### src/rtl/spram_byte_dma.sv
// Byte DMA between a valid/ready stream pair and a single-port RAM with fixed read latency.
// Define SPRAM_DMA_WRAP_EN to let the pointer wrap at the top of the 128 KiB space.
module spram_byte_dma #(
    parameter int RD_LATENCY = 2,
    parameter int FIFO_DEPTH = 4
) (
    input  logic        clk,
    input  logic        rst_n,
    input  logic        cmd_valid,
    output logic        cmd_ready,
    input  logic        cmd_write,
    input  logic [16:0] cmd_addr,
    input  logic [16:0] cmd_len,
    input  logic        s_valid,
    output logic        s_ready,
    input  logic [7:0]  s_data,
    output logic        m_valid,
    input  logic        m_ready,
    output logic [7:0]  m_data,
    output logic        busy,
    output logic        done,
    output logic        err,
    output logic [16:0] mem_addr,
    output logic        mem_wr_en,
    output logic [7:0]  mem_wr_data,
    input  logic [7:0]  mem_rd_data
);
    localparam int PW = (FIFO_DEPTH > 1) ? $clog2(FIFO_DEPTH) : 1;
    localparam int CW = $clog2(FIFO_DEPTH + 1);

    typedef enum logic [1:0] {
        S_IDLE,
        S_WRITE,
        S_READ,
        S_DONE
    } state_t;

    state_t                state_q, state_d;
    logic [16:0]           ptr_q, ptr_d;
    logic [17:0]           rem_q, rem_d;
    logic [16:0]           addr_q, addr_d;
    logic                  err_q, err_d;
    logic [RD_LATENCY-1:0] sr_q, sr_d;
    logic [7:0]            fifo_q [FIFO_DEPTH];
    logic [7:0]            fifo_d [FIFO_DEPTH];
    logic [PW-1:0]         wp_q, wp_d, rp_q, rp_d;
    logic [CW-1:0]         cnt_q, cnt_d;

    logic        wr_fire, issue, push, pop, range_bad;
    logic [15:0] in_flight, occ;
`ifndef SPRAM_DMA_WRAP_EN
    logic [17:0] end_addr;
`endif

    always_comb begin
        in_flight = '0;
        for (int i = 0; i < RD_LATENCY; i++) begin
            in_flight = in_flight + 16'(sr_q[i]);
        end
        push    = sr_q[RD_LATENCY-1];
        pop     = (cnt_q != '0) && m_ready;
        // A same-cycle pop frees a slot, which keeps reads at one per cycle.
        occ     = in_flight + 16'(cnt_q) - 16'(pop);
        issue   = (state_q == S_READ) && (rem_q != '0)
                  && (occ < 16'(FIFO_DEPTH));
        wr_fire = (state_q == S_WRITE) && s_valid;
`ifdef SPRAM_DMA_WRAP_EN
        range_bad = 1'b0;
`else
        end_addr  = {1'b0, cmd_addr} + {1'b0, cmd_len};
        range_bad = end_addr[17];
`endif

        state_d = state_q;
        ptr_d   = ptr_q;
        rem_d   = rem_q;
        err_d   = 1'b0;
        sr_d    = sr_q << 1;
        sr_d[0] = issue;
        fifo_d  = fifo_q;
        wp_d    = wp_q;
        rp_d    = rp_q;
        cnt_d   = cnt_q + CW'(push) - CW'(pop);

        if (push) begin
            fifo_d[wp_q] = mem_rd_data;
            wp_d = (wp_q == PW'(FIFO_DEPTH - 1)) ? '0 : wp_q + PW'(1);
        end
        if (pop) begin
            rp_d = (rp_q == PW'(FIFO_DEPTH - 1)) ? '0 : rp_q + PW'(1);
        end

        unique case (state_q)
            S_IDLE: begin
                if (cmd_valid) begin
                    if (range_bad) begin
                        err_d = 1'b1;
                    end else begin
                        ptr_d   = cmd_addr;
                        rem_d   = {1'b0, cmd_len} + 18'd1;
                        state_d = cmd_write ? S_WRITE : S_READ;
                    end
                end
            end
            S_WRITE: begin
                if (wr_fire) begin
                    ptr_d = ptr_q + 17'd1;
                    rem_d = rem_q - 18'd1;
                    if (rem_q == 18'd1) state_d = S_DONE;
                end
            end
            S_READ: begin
                if (issue) begin
                    ptr_d = ptr_q + 17'd1;
                    rem_d = rem_q - 18'd1;
                end
                if ((rem_q == '0) && (in_flight == '0)
                    && ((cnt_q == '0) || ((cnt_q == CW'(1)) && pop))) begin
                    state_d = S_DONE;
                end
            end
            S_DONE:  state_d = S_IDLE;
            default: state_d = S_IDLE;
        endcase

        addr_d = (wr_fire || issue) ? ptr_q : addr_q;
    end

    always_ff @(posedge clk or negedge rst_n) begin
        if (!rst_n) begin
            state_q <= S_IDLE;
            ptr_q   <= '0;
            rem_q   <= '0;
            addr_q  <= '0;
            err_q   <= 1'b0;
            sr_q    <= '0;
            wp_q    <= '0;
            rp_q    <= '0;
            cnt_q   <= '0;
            for (int i = 0; i < FIFO_DEPTH; i++) fifo_q[i] <= '0;
        end else begin
            state_q <= state_d;
            ptr_q   <= ptr_d;
            rem_q   <= rem_d;
            addr_q  <= addr_d;
            err_q   <= err_d;
            sr_q    <= sr_d;
            wp_q    <= wp_d;
            rp_q    <= rp_d;
            cnt_q   <= cnt_d;
            fifo_q  <= fifo_d;
        end
    end

    assign cmd_ready   = (state_q == S_IDLE);
    assign busy        = (state_q != S_IDLE);
    assign done        = (state_q == S_DONE);
    assign err         = err_q;
    assign s_ready     = (state_q == S_WRITE);
    assign mem_wr_en   = wr_fire;
    assign mem_wr_data = wr_fire ? s_data : '0;
    assign mem_addr    = addr_d;
    assign m_valid     = (cnt_q != '0);
    assign m_data      = fifo_q[rp_q];

endmodule

### config.mk
export PLATFORM = sky130hd
export DESIGN_NAME = spram_byte_dma
export DESIGN_NICKNAME = d
export VERILOG_FILES = /design/src/rtl/spram_byte_dma.sv
export SDC_FILE = /design/constraint.sdc
export NUM_CORES = 1
export LEC_CHECK = 0
export ABC_AREA = 1
export CELL_PAD_IN_SITES_DETAIL_PLACEMENT = 0
export CELL_PAD_IN_SITES_GLOBAL_PLACEMENT = 1
export CORE_UTILIZATION = 35
export CTS_CLUSTER_DIAMETER = 100
export DETAILED_ROUTE_END_ITERATION = 7
export PLACE_DENSITY_LB_ADDON = 0.12
export RECOVER_POWER = 100
export SYNTH_ARGS = -nofsm -noshare
export SYNTH_HDL_FRONTEND = slang
export SYNTH_SLANG_ARGS = --single-unit
### constraint.sdc
create_clock -name clk -period 3.79 [get_ports clk]
set_input_delay 1.137 -clock clk [delete_from_list [all_inputs] [get_ports clk]]
set_output_delay 1.137 -clock clk [all_outputs]
set_load 0.005 [all_outputs]
* Word level (Yosys, flattened, before mapping)
Cells that the tools add are included.
Cells by class: add/sub/neg operators 11, magnitude comparators 4, equality and inequality tests 13, mux-type cells 30, bitwise operators 2, reductions and logical operators 20
Operators by type and width (count):
- $mux W17 | 5
- $mux W18 | 4
- $pmux W18 S3 | 1
- $pmux W17 S3 | 1
- $bwmux W32 | 1
- $mux W8 | 4
- $add A17 B1 Y18 const B | 1
- $add A17 B17 Y18 | 1
- $eq A18 B1 Y1 const B | 1
- $logic_not A18 Y1 | 1
- $reduce_bool A18 Y1 | 1
- $sub A18 B1 Y18 const B | 1
- $add A17 B1 Y17 const B | 1
- $bmux W8 S2 | 1
- $demux W8 S2 | 1
- $logic_not A16 Y1 | 1
- $lt A16 B3 Y1 const B | 1
- $mux W2 | 8
- $reduce_and A5 Y1 | 2
- $eq A2 B2 Y1 const B | 4
- $logic_and A1 B1 Y1 | 8
- $pmux W2 S4 | 1
- $ge A3 B3 Y1 const B | 2
- $ne A2 B1 Y1 const B | 3
- other kinds (17) | 25
Word-level totals: register bits 96, input port bits 56, output and inout port bits 40, logic and storage cells 93

* Depth between registers and ports, before layout
depth in word-level cells 7, mapped depth 18, gate-level depth less buffers 17

* Least setup slack after synthesis
Ideal clock, no wire load.
path kind input port to output port, start point input m_ready, end point output mem_addr[10], arrival 2.738 ns, data required time 2.653 ns, slack -0.085 ns, cell stages on the path 15, buffers on the path 1, cells stage by stage nand2_1 -> inv_1 -> ha_1 -> inv_1 -> ha_1 -> nand3_1 -> nand2_1 -> nand2_1 -> nand2_1 -> nor2_1 -> nand2_1 -> nand2_1 -> buf_2 -> nor2_1 -> a21oi_1
On the way: cells in the longest elaborated chain, start to end 6
RTL lines:
- start, declared | line 18 | input logic m_ready,
- $logic_and A1 B1 Y1 | line 61 | pop = (cnt_q != '0) && m_ready;
- net pop | line 49 | logic wr_fire, issue, push, pop, range_bad;
- $sub A4 B1 Y5 | line 63 | occ = in_flight + 16'(cnt_q) - 16'(pop);
- $lt A16 B3 Y1 | line 65 | && (occ < 16'(FIFO_DEPTH));
- $logic_and A1 B1 Y1 | line 65
- $logic_or A1 B1 Y1 | line 126 | addr_d = (wr_fire || issue) ? ptr_q : addr_q;
- $mux W17 | line 126
- end, declared | line 23 | output logic [16:0] mem_addr,
The timed path passes the listed nets, and every way through them passes these cells.

* Worst setup path in the final report
start point input m_ready, end point output mem_addr[12]
Same word-level chain as after synthesis.

==> metrics <==
post-route cell area=8350 um^2; initial core utilization=35.8%; clk_skew=0.0112 ns; pwr/cell area=890 nW/um^2; most common cell in the netlist=nand2_1; Hold Crit Start=sr_q[0]; first-pass GRT wire length=29900 um; Seq/Total Area, Yosys=38.8%; RSZ-0062 raised after global routing=yes; core box area=17300 um^2; Final #Nets=1099; LEAKAGE=4.06 nW; worst hold path endpoint=sr_q[1]; largest net degree at the start of global routing=54; Fmax=250 MHz; top-area cell type share of the netlist area=38.8%; die area=18200 um^2; CTS Sinks=96; crit path capture type=output pin; ys flop type=dfrtp_1; worst reg2reg path depth=20; worst hold path class=flop to flop; final worst path period need=3.99 ns; max_cap viols=0; Min Hold Slack=0.412 ns; Worst setup SP type=primary input; #FFs+latches synth=96; Worst slew margin=4.50%; final worst setup slack=-0.203 ns; number of global-route vias before repair=5744; placer congestion estimate=0.835; Mapped Avg Cell Area=7.09 um^2; Clock Latency Late Sink=0.35 ns; layout cells sized above 1=13.4%; PnR Total Power=7.43 mW; placed cells=1189; worst reg2reg endpoint=addr_q[12]; CTS max path bufs=2; P&R area growth vs syn=35.0%; remaining global-route overflow=0; worst path required time=2.65 ns; ys async rst share=100%; All-Layer GR Usage=21.0%; CTS HTree Levels=3; 1st-iter DRT viols=281; Worst-path clk slew=0.07 ns; crit share post-route=105%; Die X=135 um; Vias=5904; Detail Placement HPWL=12600 um; crit path DAT=2.86 ns; failing checks=setup timing; WL final=18100 um; Post-Syn Nets=969; Synth cell types=30; initial antenna violation count=1; synthesized cell area=6190 um^2; most area-consuming cells after synthesis=dfrtp_1, nand2_1, ha_1; Slew @ Worst Pin=1.43 ns; PortBufs=95; reg-to-reg slack, setup=1.17 ns; DP Area=7490 um^2; Post-synth EDFFs=0; sequential cell area=2400 um^2; clock root buffer=clkbuf_16; Final Hold Viols=0; largest area contributor in the netlist=dfrtp_1; Hold Path Depth=0; Routed Antenna Nets=0; Via density=4.78; drt first pass iters=4; CTS buffer count=9; Cell Count, Final, Fillers Out=1234; # rows=48; Fillers=1779; R2R Path Start=sr_q[1]; synth cell count leaders=nand2_1, nor2_1, dfrtp_1, inv_1, o21ai_0; Ys Warns=0; worst-case vdd ir drop=0.000498 V; DIE HEIGHT=135 um; max-slew violation count=0; area of the multi-input gates=3620 um^2; IO Count=96; final setup violation count=17; remaining routing DRC violations=0; Worst Path Max Fanout=7; status=finished, violations left; Routed wire per std cell=14.6 um; Mapped Cells=873; CTS tree=yes; Setup Crit Path Kind=primary input to output pin
-- per-stage QoR --
stage | utilization (%) | TNS (ns) | worst slack [ns]
2_1_floorplan | - | -0.136 | -0.0127
3_3_place_gp | 43.3 | -16.98 | -1.01
3_5_place_dp | 43.3 | -17.44 | -1.06
4_1_cts | 47.4 | -3.53 | -0.249
5_1_grt | 48.3 | -4.48 | -0.316
6_report | 48.3 | -2.70 | -0.203
-- what timing repair did --
item | in CTS | in global routing
cloned | 3 | 1
hold buffers | 0 | 0
hold endpoints to repair | 0 | 0
setup buffers | 12 | 13
setup endpoints to repair | 17 | 18
resized for setup | 148 | 13
pin swaps | 12 | 11
-- how the worst max path moves through the flow --
| stage | from | endpoint | slack [ns] | cells past startpoint |
|---|---|---|---|---|
| floorplan | m_ready | mem_addr[12] | -0.01 | 15 |
| global placement | m_ready | mem_addr[15] | -1.01 | 17 |
| detailed placement | m_ready | mem_addr[8] | -1.06 | 17 |
| CTS | m_ready | mem_addr[11] | -0.25 | 19 |
| global route | m_ready | mem_addr[12] | -0.32 | 18 |
| finish | m_ready | mem_addr[12] | -0.20 | 18 |
-- worst max-delay path, cell delays in order --
cell and delay [ns]:
buf_8 0.10, nand2_4 0.05, inv_4 0.04, ha_4 0.15
inv_2 0.06, ha_4 0.20, nand3_4 0.06, nand2_2 0.05
nand2_1 0.05, nand2_1 0.04, nor2_1 0.10, nand2_1 0.11
nand2_4 0.10, buf_12 0.14, buf_12 0.16, nor2_4 0.05
a21oi_2 0.11, buf_2 0.13
-- report_power, final --
part | switching, mW | leakage (nW) | internal [mW] | total [mW]
Combinational | 2.50 | 2.77 | 2.04 | 4.55
Clock | 0.440 | 0.148 | 0.493 | 0.933
Sequential | 0.405 | 1.14 | 1.55 | 1.95
Total | 3.35 | 4.06 | 4.08 | 7.43
-- cell usage in the layout (no fill, tap or decap), types with 15 or more instances in the layout --
master / count
buf_2: 17
o21ai_0: 81
nand2_1: 257
nor2_1: 85
ha_1: 37
clkdlybuf4s50_1: 76
nand3_1: 69
buf_4: 38
nor2_4: 15
inv_1: 93
dfrtp_1: 96
-- cells by family (layout without fill, tap and decap cells) --
logic type	count (synthesis)	after routing	share of synthesized area, %
other	0	1	0
buffers and inverters	123	258	8.17
DFF	96	96	38.8
xor gates and xnor gates	19	19	2.69
AOI/OAI and AO/OA	133	133	11.6
and+or+nand+nor	462	462	30.5
adders and majority gates	40	40	8.21
-- state kept, by name (all words and copies together), names as in the netlist --
register / flops
ptr_q: 17
sr_q: 2
err: 1
rem_q: 18
rp_q: 2
addr_q: 17
cnt_q: 3
state_q: 2
fifo_q: 32
wp_q: 2
-- per-layer routing --
| metal | part of all wire [%] | global-route usage [%] | vias to the layer above |
|---|---|---|---|
| met5 | 0 | 0 | - |
| li1 | - | - | 3071 |
| met2 | 46 | 34.5 | 113 |
| met3 | 4.1 | 2.93 | 13 |
| met1 | 48 | 28.9 | 2707 |
| met4 | 1.1 | 5.93 | 0 |
-- cell type report --
class / count / area share [%]
well taps: 225 / 3.37
inverters: 95 / 4.30
clock inverters: 5 / 0.524
diodes: 1 / 0.0300
multi-input cells: 654 / 43.3
repair buffers: 147 / 16.6
flip-flops and latches: 96 / 28.8
clock buffers: 11 / 3.03
Power figures use the tool's default switching activity.
